## config.mk

```make
export PLATFORM = sky130hd
export DESIGN_NAME = branch_resolve_driver
export DESIGN_NICKNAME = d
export VERILOG_FILES = /design/src/rtl/branch_resolve_driver.sv
export SDC_FILE = /design/constraint.sdc
export NUM_CORES = 1
export LEC_CHECK = 0
export CELL_PAD_IN_SITES_DETAIL_PLACEMENT = 1
export CELL_PAD_IN_SITES_GLOBAL_PLACEMENT = 1
export CORE_MARGIN = 2
export CORE_UTILIZATION = 40
export CTS_BUF_LIST = sky130_fd_sc_hd__clkbuf_8
export CTS_CLUSTER_DIAMETER = 60
export DETAILED_ROUTE_END_ITERATION = 7
export GPL_ROUTABILITY_DRIVEN = 0
export PLACE_DENSITY_LB_ADDON = 0.1
export SLEW_MARGIN = 20
export SYNTH_ARGS = -nofsm -noshare
export SYNTH_HDL_FRONTEND = slang
export SYNTH_SLANG_ARGS = --single-unit
```

## constraint.sdc

```tcl
create_clock -name clk -period 4.3 [get_ports clk]
set_input_delay 0.645 -clock clk [delete_from_list [all_inputs] [get_ports clk]]
set_output_delay 0.645 -clock clk [all_outputs]
set_load 0.02 [all_outputs]
```

## src/rtl/branch_resolve_driver.sv

```systemverilog
// Trace-side initiator for the gshare predictor. It buffers resolved branches,
// requests a prediction for each one, sends the training update and keeps
// hit/miss statistics.
module branch_resolve_driver #(
  parameter int unsigned ADDR_W     = 11,
  parameter int unsigned FIFO_DEPTH = 4,
  parameter int unsigned CNT_W      = 16,
  parameter int unsigned TIMEOUT    = 8
) (
  input  logic              clk,
  input  logic              reset,
  input  logic              in_valid,
  output logic              in_ready,
  input  logic [ADDR_W-1:0] in_addr,
  input  logic              in_taken,
  input  logic              in_last,
  output logic              pred_req,
  output logic [ADDR_W-1:0] pred_addr,
  input  logic              pred_valid,
  input  logic              pred_taken,
  output logic              upd_valid,
  output logic              upd_taken,
  output logic [CNT_W-1:0]  total_cnt,
  output logic [CNT_W-1:0]  correct_cnt,
  output logic [CNT_W-1:0]  miss_cnt,
  output logic              err_timeout,
  output logic              done
);

  localparam int unsigned PTR_W  = (FIFO_DEPTH > 1) ? $clog2(FIFO_DEPTH) : 1;
  localparam int unsigned FCNT_W = PTR_W + 1;
  localparam int unsigned TMR_W  = $clog2(TIMEOUT) + 1;
  localparam logic [TMR_W-1:0]  TMR_LAST = TMR_W'(TIMEOUT - 1);
  localparam logic [FCNT_W-1:0] FULL     = FCNT_W'(FIFO_DEPTH);
  localparam logic [CNT_W-1:0]  CNT_MAX  = {CNT_W{1'b1}};

  typedef enum logic [2:0] {IDLE, REQ, WAIT, UPD, DONE} state_t;

  state_t state, state_next;

  logic [ADDR_W-1:0] mem_addr  [FIFO_DEPTH];
  logic              mem_taken [FIFO_DEPTH];
  logic              mem_last  [FIFO_DEPTH];
  logic [PTR_W-1:0]  wr_ptr, rd_ptr;
  logic [FCNT_W-1:0] fcount;

  logic              entry_taken, entry_last, hit;
  logic [TMR_W-1:0]  timer;
  logic              push, pop;

  assign in_ready = (fcount != FULL);
  assign push     = in_valid && in_ready;

  // State register
  always_ff @(posedge clk) begin
    if (reset) state <= IDLE;
    else       state <= state_next;
  end

  // Next-state decode; pop only from IDLE, never from DONE
  always_comb begin
    state_next = state;
    pop        = 1'b0;
    case (state)
      IDLE: if (fcount != '0) begin
        pop        = 1'b1;
        state_next = REQ;
      end
      REQ:  state_next = WAIT;
      WAIT: if (pred_valid || (timer == TMR_LAST)) state_next = UPD;
      UPD:  state_next = entry_last ? DONE : IDLE;
      DONE: state_next = DONE;
      default: state_next = IDLE;
    endcase
  end

  // Trace buffer storage
  always_ff @(posedge clk) begin
    if (push) begin
      mem_addr[wr_ptr]  <= in_addr;
      mem_taken[wr_ptr] <= in_taken;
      mem_last[wr_ptr]  <= in_last;
    end
  end

  // Pointers, current entry, strobes and statistics
  always_ff @(posedge clk) begin
    if (reset) begin
      wr_ptr      <= '0;
      rd_ptr      <= '0;
      fcount      <= '0;
      entry_taken <= 1'b0;
      entry_last  <= 1'b0;
      hit         <= 1'b0;
      timer       <= '0;
      pred_req    <= 1'b0;
      pred_addr   <= '0;
      upd_valid   <= 1'b0;
      upd_taken   <= 1'b0;
      total_cnt   <= '0;
      correct_cnt <= '0;
      miss_cnt    <= '0;
      err_timeout <= 1'b0;
      done        <= 1'b0;
    end else begin
      if (push) wr_ptr <= wr_ptr + PTR_W'(1);
      if (pop)  rd_ptr <= rd_ptr + PTR_W'(1);
      if (push && !pop)      fcount <= fcount + FCNT_W'(1);
      else if (!push && pop) fcount <= fcount - FCNT_W'(1);

      if (pop) begin
        pred_addr   <= mem_addr[rd_ptr];
        entry_taken <= mem_taken[rd_ptr];
        entry_last  <= mem_last[rd_ptr];
      end

      pred_req  <= (state_next == REQ);
      upd_valid <= (state_next == UPD);
      upd_taken <= (state_next == UPD) ? entry_taken : 1'b0;
      done      <= done || (state_next == DONE);

      if (state == REQ) timer <= '0;
      else if (state == WAIT && !pred_valid) timer <= timer + TMR_W'(1);

      // A timed-out request always counts as a miss
      if (state == WAIT) begin
        if (pred_valid) begin
          hit <= (pred_taken == entry_taken);
        end else if (timer == TMR_LAST) begin
          hit         <= 1'b0;
          err_timeout <= 1'b1;
        end
      end

      if (state == UPD) begin
        if (total_cnt != CNT_MAX) total_cnt <= total_cnt + CNT_W'(1);
        if (hit) begin
          if (correct_cnt != CNT_MAX) correct_cnt <= correct_cnt + CNT_W'(1);
        end else begin
          if (miss_cnt != CNT_MAX) miss_cnt <= miss_cnt + CNT_W'(1);
        end
      end
    end
  end

endmodule

```

---- After elaboration in Yosys (flattened, before gate mapping) ----
Memory sizes are Yosys's and may differ from the RTL's. A register that Yosys moved wholly into a read port is not among the register bits.
Cells that the tools add are included.
word-level totals
  bits in latches ......................... 0
  word-level logic and storage cells ...... 73
  memory bits (writable) .................. 52
  output and inout port bits .............. 65
  register bits ........................... 68
  memories kept ........................... 3
  bits of input ports ..................... 18
  bits in read-only memories .............. 0
operators by class
  add/sub/neg operators ................... 8
  $lt $le $gt $ge ......................... 0
  shift operators ......................... 0
  mux-type cells .......................... 12
  reduce and logical (&&, ||, !) cells .... 20
  bitwise gates (word level) .............. 3
  equal/unequal tests ..................... 13
  multipliers ............................. 0
  divide/modulo/power cells ............... 0
memory list
  name       words  width  rd ports  clocked after memory_dff  wr ports  RTL line  RTL
  mem_addr   4      11     1         1                         1         41        logic [ADDR_W-1:0] mem_addr [FIFO_DEPTH];
  mem_last   4      1      1         1                         1         43        logic mem_last [FIFO_DEPTH];
  mem_taken  4      1      1         1                         1         42        logic mem_taken [FIFO_DEPTH];
operators with widths
  cell                                                  number
  adder 16 x 1 -> 16 bit (second input constant)        3
  inequality test 16 bit (second input constant)        3
  two-way mux 3 bit                                     5
  one-hot mux 3 bit (5 select lines)                    1
  equality test 3 x 2 -> 1 bit (second input constant)  3
  AND reduction 3 bit                                   3
  equality test 3 x 1 -> 1 bit (second input constant)  2
  equality test 3 bit (second input constant)           2
  two-way mux 1 bit                                     6
  adder 2 x 1 -> 2 bit (second input constant)          2
  adder 4 x 1 -> 4 bit (second input constant)          1
  equality test 4 x 3 -> 1 bit (second input constant)  1
  logical AND 1 bit                                     4
  AND reduction 2 bit                                   2
  nonzero test 2 bit                                    2
  OR reduction 2 bit                                    2
  adder 3 x 1 -> 3 bit (second input constant)          1
  zero test 1 bit                                       3
  zero test 3 bit                                       1
  inequality test 3 bit (second input constant)         1
  inverter 1 bit                                        3
  nonzero test 3 bit                                    1
  subtractor 3 x 1 -> 3 bit (second input constant)     1
  logical OR 1 bit                                      2
  equality test 1 bit                                   1

---- Depth between registers and ports, before layout ----
Gate-level depths: netlist of the first run.
  depth after elaboration ................. 7
  gate-level depth with buffers ........... 11

---- Least setup slack after synthesis of the first run ----
No wires, ideal clock.
  path type ............................... register to register
  start ................................... register state[2]
  end ..................................... register fcount[2]
  data required time ...................... 4230 ps
  path slack .............................. 1754 ps
  clock period less this slack ............ 2546 ps
  stages on the path, launching flop included .. 12
  data arrival time ....................... 2475 ps
  cells stage by stage .................... dfxtp_1 > clkbuf_1 > nor3_1 > o31a_1 > inv_1 > buf_1 > ha_1 > inv_1 > fa_1 > xor2_1 > or3_1 > a21oi_1
on the way
  word-level cells in the longest chain between the ends .. 5
  elaborated cells on any way between the ends .. 7
  those cells by class .................... mux: 2; reduce/logical: 5
ends and longest elaborated chain
  item                                                     RTL line  RTL
  from (decl)                                              39        state_t state, state_next;
  from (signal assigned)                                   57        else state <= state_next;
  zero test 3 bit *                                        64        case (state)
  two-way mux 1 bit *                                      64
  zero test 1 bit                                          108       if (push && !pop) fcount <= fcount + FCNT_W'(1);
  logical AND 1 bit                                        108
  two-way mux 3 bit or nonzero test 2 bit (tied branches)  n/a
  to (signal assigned)                                     108
  to (signal assigned)                                     109       else if (!push && pop) fcount <= fcount - FCNT_W'(1);
  to (decl)                                                45        logic [FCNT_W-1:0] fcount;
Mark *: on every way between the ends. The rest lies on a longest branch, timed or not.
A chain may end at the register's enable or synchronous reset.

---- Worst setup path in the final report of the first run ----
  start ................................... register state[0]
  end ..................................... register fcount[2]
The elaborated chain is that of the path after synthesis.

==> results.cfg, run 1 <==
[layout]
antenna_cells = 0
stdcell_count = 793
drive_above_1_share_pct = 11.1
final_nets = 628
fin_area_mm2 = 0.00716
area_growth_pct = 24.7

[logic_synthesis]
ys_seq_area_share_pct = 55.4
synth_edf_count = 52
synth_cell_types = 62
synth_common_cells = dfxtp_1 (81), edfxtp_1 (52), a21oi_1 (49)
syn_inst = 519
synth-seq-cells = 133
synth_area_leaders = dfxtp_1 (28%), edfxtp_1 (27%), mux4_2 (5.1%)
async_flop_share_pct = 0
synth_largest_area_cell = dfxtp_1
syn_area_mm2 = 0.00574
ys.warnings.count = 0
avgSynthCellArea_um2 = 11.1
synth_nets = 547
synth_top_flop_cell = dfxtp_1
yosysMostFrequentCell = dfxtp_1
yosys.area.top_type_share_pct = 28.2

[clock_tree]
clock_sinks = 133
insertion_delay_ns = 0.45
tritoncts = done
clk_pin_slew_worst_paths_ns = 0.08
cts_made_buffers = 17
cts_setup_buffers = 0
root_buffer = clkbuf_8
htreeDepth = 4
cts_hold_buf = 0
cts_buffer_depth = 2
post_cts_resized = 0

[detailed_routing]
vias = 4468
drc_errors = 0
vias_per_cell = 5.63
ant_nets = 0
drtIter0Drc = 191
first_pass_iters = 5
routedWlPerCell_um = 17.7
routed_wirelength_mm = 14.0

[floorplanning]
die_y_um = 124
core_area_mm2 = 0.0139
io_pins = 83
die_area_mm2 = 0.0153
initial_core_util_pct = 41.2
placementRows = 43
die_w_um = 124

[timing]
relSlewSlack_pct = 29.1
period_minus_slack_ns = 2.93
skew_ns = 0.0108
tns_ns = 0
maxSlewViolCount = 0
fin_crit_sh_pct = 68.1
max_clock_freq_mhz = 342
worst_slew_pin_slew_ns = 1.05
rsz0062_at_grt = no
setup_viol = 0
hold_viol_final = 0

[place]
dp.cells = 761
dpl_cell_area_mm2 = 0.00672
portBuffers = 82
dp_hpwl_mm = 9.62

[global_routing]
track_usage_pct = 19.6
met3_usage_pct = 5.17
grt_pass1_vias = 4475
grt_busiest_layer = met2
grt_overflow = 0
gr-usage-met1_pct = 26.0
gr-usage-met2_pct = 31.1
grt_start_max_net_pins = 49
grt_pass1_wl_mm = 22.9
antenna_found_initial = 0

[setup_path]
crit_path_start_kind = flop
reg2reg_from = state[0]
path_class = flop to flop
worstPathArrival_ns = 3.30
r2r-end = fcount[2]
cp-end-kind = flop
r2r_cells = 10
crit_fanout = 15
r2r_slack_ns = 1.37
required_ns = 4.67

[pwr]
p_per_area_mw_per_mm2 = 489
ir_worst_vdd_mv = 0.371
p_leak_nw = 2.28

[hold_path]
whs_endpoint = pred_addr[10]
hold_path.class = flop to flop
min_path_cells = 2
min_from = pred_addr[10]

[outcome]
status = finished clean

[flow_run]
cap_violations = 0
==> final cells by class <==
class,count,area (um^2)
Clock inverter,15,204
Fill cell,1491,6770
Timing Repair Buffer,85,838
Tap cell,180,225
Sequential cell,133,3180
Multi-Input combinational cell,352,2430
Inverter,11,41.3
Clock buffer,17,234
==> kinds of logic (layout without fill, tap and decap cells) <==
| logic type | count (synthesis) | count (layout) | synth area share, % |
|---|---|---|---|
| adder cells (fa/ha/maj) | 10 | 10 | 2.31 |
| XOR/XNOR | 10 | 10 | 1.52 |
| AO/OA/AOI/OAI | 105 | 105 | 11.3 |
| multiplexers | 27 | 27 | 7.73 |
| AND/OR/NAND/NOR | 200 | 200 | 19.4 |
| buffers and inverters | 34 | 128 | 2.33 |
| flip-flops | 133 | 133 | 55.4 |
==> per-layer routing <==
layer | share of wire [%] | vias up
met5 | 0 | -
met4 | 1.2 | 0
met3 | 3.7 | 15
met2 | 49 | 72
met1 | 46 | 2232
li1 | - | 2149
==> layout by cell type, fill, tap and decap left out, drive strengths merged, types with 5 or more instances in the layout <==
master	count
a21oi	49
and2	6
clkbuf	17
clkdlybuf4s50	81
dfxtp	81
edfxtp	52
ha	9
inv	21
mux2	9
mux2i	5
mux4	13
nand2	44
nand3	18
nand4	21
nor2	34
nor2b	8
nor3	7
nor4	6
o21ai	14
o31ai	18
or3	9
or4	20
xnor2	5
xor2	5
==> worst max-delay path, stage by stage, from the launching register on <==
cell and delay, ns:
dfxtp_1 0.57, nor3_1 0.16, o31a_1 0.14, buf_4 0.19
inv_1 0.42, ha_1 0.30, inv_1 0.07, fa_1 0.38
xor2_1 0.16, or3_1 0.30, a21oi_1 0.15
==> report_power, final <==
group / total [mW] / switching, mW / internal (mW)
Combinational: 0.737 / 0.397 / 0.340
Sequential: 1.60 / 0.143 / 1.46
Clock: 1.16 / 0.562 / 0.602
Total: 3.50 / 1.10 / 2.40
==> worst max path at each step <==
stage / slack [ns] / cells past startpoint / start / to
final: 1.37 / 10 / state[0] / fcount[2]
after global routing: 1.09 / 10 / state[0] / fcount[2]
after CTS: 1.33 / 10 / state[0] / fcount[2]
after global placement: 1.43 / 8 / in_valid / fcount[2]
after floorplan: 1.75 / 11 / state[2] / fcount[2]
after detailed placement: 1.30 / 8 / in_valid / fcount[2]
==> metrics by stage <==
stage	worst slack (ns)	hold WS, ns	utilization, %	power, mW
final	1.37	0.467	51.4	3.50
after global placement	1.43	0.434	48.2	2.33
after floorplan	1.75	0.449	-	2.08
after CTS	1.33	0.466	51.4	3.56
after detailed placement	1.30	0.455	48.2	2.37
after global routing	1.09	0.487	51.4	3.69
==> state kept, by name, indices dropped and copies added (netlist names) <==
register / flops
correct_cnt: 16
done: 1
entry_last: 1
entry_taken: 1
err_timeout: 1
fcount: 3
hit: 1
mem_addr: 44
mem_last: 4
mem_taken: 4
miss_cnt: 16
pred_addr: 11
pred_req: 1
rd_ptr: 2
state: 3
timer: 4
total_cnt: 16
upd_taken: 1
upd_valid: 1
wr_ptr: 2
Note: power is estimated with default switching activity, not from simulation.
==> inputs of run 2 (changes only) <==
- clock period: 4.3 -> 3.1 ns (I/O delays scaled with it)
==> run 2 against run 1 <==
  * Total power grew 37%
  * Cell area increased by 0.26%
  * Clock-buffer cell count unchanged
  * Flip-flop and latch count unchanged
  * Sequential power increased by 36%
  * Via count is 0.29% lower
  * Global-route usage up 0.25 points
  * First-iteration DRC count up 39%
  * Critical path depth decreased by 1
  * Non-clock buffer count rose by 5
  * Hold slack lost 0.013 ns
  * Critical path type unchanged
  * Largest power group unchanged
  * Highest routed layer unchanged
==> results.cfg, run 2 (synthesis gave the netlist of run 1 again) <==
[setup_path]
crit_family = flip-flops
required_ns = 3.47
crit_buf_inv = 2
r2r_cells = 9
path_class = flop to flop
worstPathArrival_ns = 2.64
reg2reg_from = state[0]
r2r-end = fcount[2]
crit_fanout = 13
cp_slowest_cell = dfxtp_1
crit_path_start_kind = flop
crit_start = state[0]
critPathMaxStageDelay_ns = 0.58
path_cells = nor3_1 > o31a_1 > inv_1 > ha_1 > inv_1 > fa_1 > xor2_1 > or3_1 > a21oi_1
cp-end-kind = flop
cpMostUsedCell = inv_1
r2r_slack_ns = 0.83

[layout]
fin_area_mm2 = 0.00718
drive_above_1_share_pct = 11.7
final_nets = 633
regMostFlops = mem_addr
mostFrequentLayoutCells = dfxtp_1 (81), clkdlybuf4s50_1 (81), edfxtp_1 (52), a21oi_1 (49), nand2_1 (44)
area_growth_pct = 25.0
antenna_cells = 0
fill_cells = 1513
largest_register_ffs = 44

[global_routing]
grt_pass1_wl_mm = 23.3
grt_overflow = 0
grt_pass1_vias = 4554
grt_start_max_net_pins = 78
antenna_found_initial = 0
track_usage_pct = 19.8

[pwr]
p_leak_nw = 2.30
p_per_area_mw_per_mm2 = 670
ir_worst_vdd_mv = 0.475

[floorplanning]
die_area_mm2 = 0.0153
core_area_mm2 = 0.0139
placementRows = 43
die_y_um = 124
io_pins = 83
die_w_um = 124
initial_core_util_pct = 41.2

[timing]
fin_crit_sh_pct = 73.3
tns_ns = 0
maxSlewViolCount = 0
relSlewSlack_pct = 49.8
setup_viol = 0
period_minus_slack_ns = 2.27
worst_slew_pin_slew_ns = 0.751
rsz0062_at_grt = no
max_clock_freq_mhz = 440
skew_ns = 0.0238
hold_viol_final = 0

[detailed_routing]
drtIter0Drc = 266
first_pass_iters = 4
routedWlPerCell_um = 17.9
ant_nets = 0
routed_wirelength_mm = 14.3
vias = 4455
vias_per_cell = 5.58
drc_errors = 0

[clock_tree]
cts_buffer_depth = 2
cts_setup_buffers = 0
htreeDepth = 4
clk_pin_slew_worst_paths_ns = 0.09
tritoncts = done
cts_made_buffers = 17
root_buffer = clkbuf_8
post_cts_resized = 0
clock_sinks = 133
cts_hold_buf = 0
insertion_delay_ns = 0.45

[outcome]
status = finished clean

[hold_path]
hold_path.class = flop to flop
whs_endpoint = done
min_from = done
min_path_cells = 2

[place]
dpl_cell_area_mm2 = 0.00677
portBuffers = 82
dp_hpwl_mm = 9.55

[flow_run]
cap_violations = 0
run 2: changes by cell type in the layout (fill, tap and decap cells not counted):
cell       delta
inv_8         +2
dfxtp_1       +1
clkinv_8      +1
bufinv_16     -2
buf_4         +4
dfxtp_2       -1
inv_6         -1
buf_12        +1
run 2: report_power, final:
part           internal [mW]  total [mW]  switching (mW)  leakage (nW)
combinational          0.498        1.11           0.612         0.958
clock                  0.688        1.52           0.829         0.207
sequential              2.02        2.18           0.165          1.13
run 2: area by class of cell:
type	count	area [um^2]	share of cell area, %
clock inverters	15	174	2.42
flip-flops and latches	133	3180	44.3
clock buffers	17	234	3.26
multi-input cells	352	2430	33.9
repair buffers	90	888	12.4
well taps	180	225	3.14
inverters	11	41.3	0.575
run 2: tightest hold or removal path: cells and delay by family, from the launching register on:
family | cells | cell delay [ns]
AOI/OAI and AO/OA | 1 | 0.05
buffers and inverters | 1 | 0.05
DFF | 1 | 0.32
run 2: how the worst max path moves through the flow:
stage                 to  slack [ns]  cells after the start
3_5_place_dp   fcount[2]        0.57                      9
2_1_floorplan  fcount[2]        0.55                     11
5_1_grt        fcount[2]        0.63                      9
4_1_cts        fcount[2]        0.83                      9
3_3_place_gp   fcount[2]        0.64                      9
6_report       fcount[2]        0.83                      9
run 2: metal layers:
metal | up-vias | track usage [%] | share of wire (%)
met3 | 15 | 4.85 | 3.8
met5 | - | 0 | 0
li1 | 2142 | - | -
met4 | 0 | 6.11 | 1.4
met2 | 77 | 32.7 | 49
met1 | 2221 | 25.8 | 46
run 2: stage by stage:
step                power [mW]  worst slack [ns]  hold WS [ns]  instances  util, %
floorplan                 2.89             0.554         0.449        519        -
finish                    4.81             0.828         0.454        798     51.5
global placement          3.28             0.641         0.440        766     48.6
CTS                       4.86             0.827         0.458        798     51.5
detailed placement        3.34             0.567         0.445        766     48.6
global route              5.08             0.626         0.496        798     51.5
==> inputs of run 3 (changes only) <==
- clock period: 3.1 -> 2.2 ns (I/O delays scaled with it)
==> run 3 against run 2 <==
  * Hold slack lost 0.30 ns
  * Highest routed layer unchanged
  * Largest power group unchanged
  * Critical path depth shrank 1
  * Setup slack worse by 0.66 ns
  * Cell area is 2.6% higher
==> results.cfg, run 3 (synthesis gave the netlist of run 1 again) <==
[outcome]
status = finished clean

[clock_tree]
cts_buffer_depth = 2
tritoncts = done
cts_made_buffers = 17
root_buffer = clkbuf_8
insertion_delay_ns = 0.44
clk_pin_slew_worst_paths_ns = 0.08
clock_sinks = 133
htreeDepth = 4

[layout]
multiInputGateArea_mm2 = 0.00244
stdcell_count = 821
drive_above_1_share_pct = 15.8
final_common_cell = clkdlybuf4s50_1
area_growth_pct = 28.3
final-seq-area_mm2 = 0.00319
antenna_cells = 0
fin_area_mm2 = 0.00737
final_nets = 656
fill_cells = 1506
largest_register_ffs = 44
mostFrequentLayoutCells = clkdlybuf4s50_1 (81), dfxtp_1 (77), edfxtp_1 (52), a21oi_1 (49), nand2_1 (44)
regMostFlops = mem_addr
final_util_pct = 52.9

[timing]
relSlewSlack_pct = 51.4
max_clock_freq_mhz = 493
fin_crit_sh_pct = 92.2
skew_ns = 0.00883
whs_ns = 0.155
maxSlewViolCount = 0
worst_slew_pin_slew_ns = 0.728
period_minus_slack_ns = 2.03
hold_viol_final = 0
rsz0062_at_grt = no
setup_viol = 0

[detailed_routing]
vias = 4495
drc_errors = 0
first_pass_iters = 4
ant_nets = 0
vias_per_cell = 5.48
routed_wirelength_mm = 14.2
routedWlPerCell_um = 17.3
drtIter0Drc = 182

[place]
dp.cells = 789
dpl_cell_area_mm2 = 0.00695
portBuffers = 82
dp_hpwl_mm = 9.97

[global_routing]
grt_pass1_vias = 4573
track_usage_pct = 19.7
grt_start_max_net_pins = 56
grt_pass1_wl_mm = 23.1
grt_overflow = 0
antenna_found_initial = 0

[floorplanning]
die_w_um = 124
initial_core_util_pct = 41.2
die_y_um = 124
core_area_mm2 = 0.0139
io_pins = 83
die_area_mm2 = 0.0153
placementRows = 43

[setup_path]
worstPathArrival_ns = 2.40
crit_path_start_kind = flop
cp-end-kind = flop
r2r_slack_ns = 0.17
r2r_cells = 8
path_class = flop to flop
r2r-end = fcount[2]
required_ns = 2.57
crit_fanout = 6
reg2reg_from = fcount[2]
crit_start = fcount[2]

[flow_run]
cap_violations = 0

[pwr]
ir_worst_vdd_mv = 1.01
p_leak_nw = 2.42
p_per_area_mw_per_mm2 = 931

[hold_path]
min_path_cells = 2
hold_path.class = primary input to flop
min_from = reset
whs_endpoint = state[0]
-- run 3: through the flow --
step	power (mW)	worst slack (ns)	TNS (ns)
after floorplan	4.10	0.00125	0
after global placement	4.72	-0.0290	-0.0290
after detailed placement	4.80	-0.110	-0.110
after CTS	6.97	0.0971	0
after global routing	7.25	0.0353	0
final	6.86	0.172	0
-- run 3: repair_timing --
item / 4_1_cts / 5_1_grt
setup endpoints to repair: 0 / 4
gates resized for setup: 0 / 4
buffers inserted: 0 / 0
hold buffers: 0 / 0
-- run 3: worst max-delay path, cell delays in order (launching register included) --
cell and delay (ns):
dfxtp_1 0.36, o31a_1 0.34, inv_2 0.07, ha_1 0.15, inv_1 0.06, fa_1 0.37
xor2_1 0.16, or3_1 0.31, a21oi_1 0.14
-- run 3: final cells by class --
cell class,instances,area share [%]
Multi-Input combinational cell,352,33.1
Inverter,11,0.560
Clock inverter,15,2.45
Sequential cell,133,43.3
Clock buffer,17,3.18
Tap cell,180,3.06
Timing Repair Buffer,113,14.4
-- run 3: layer usage --
layer | vias to the layer above | track usage (%) | share of wire (%)
li1 | 2190 | - | -
met1 | 2212 | 26.2 | 47
met2 | 71 | 31.9 | 48
met3 | 22 | 4.08 | 3.4
met4 | 0 | 7.39 | 1.5
met5 | - | 0 | 0
-- run 3: worst max path at each step --
stage	endpoint
finish	fcount[2]
global route	fcount[2]
CTS	miss_cnt[8]
detailed placement	fcount[2]
global placement	fcount[2]
floorplan	fcount[2]
-- run 3: power by group --
part,switching (mW),internal [mW]
Sequential,0.208,2.85
Combinational,0.904,0.760
Clock,1.08,1.06
Total,2.19,4.67
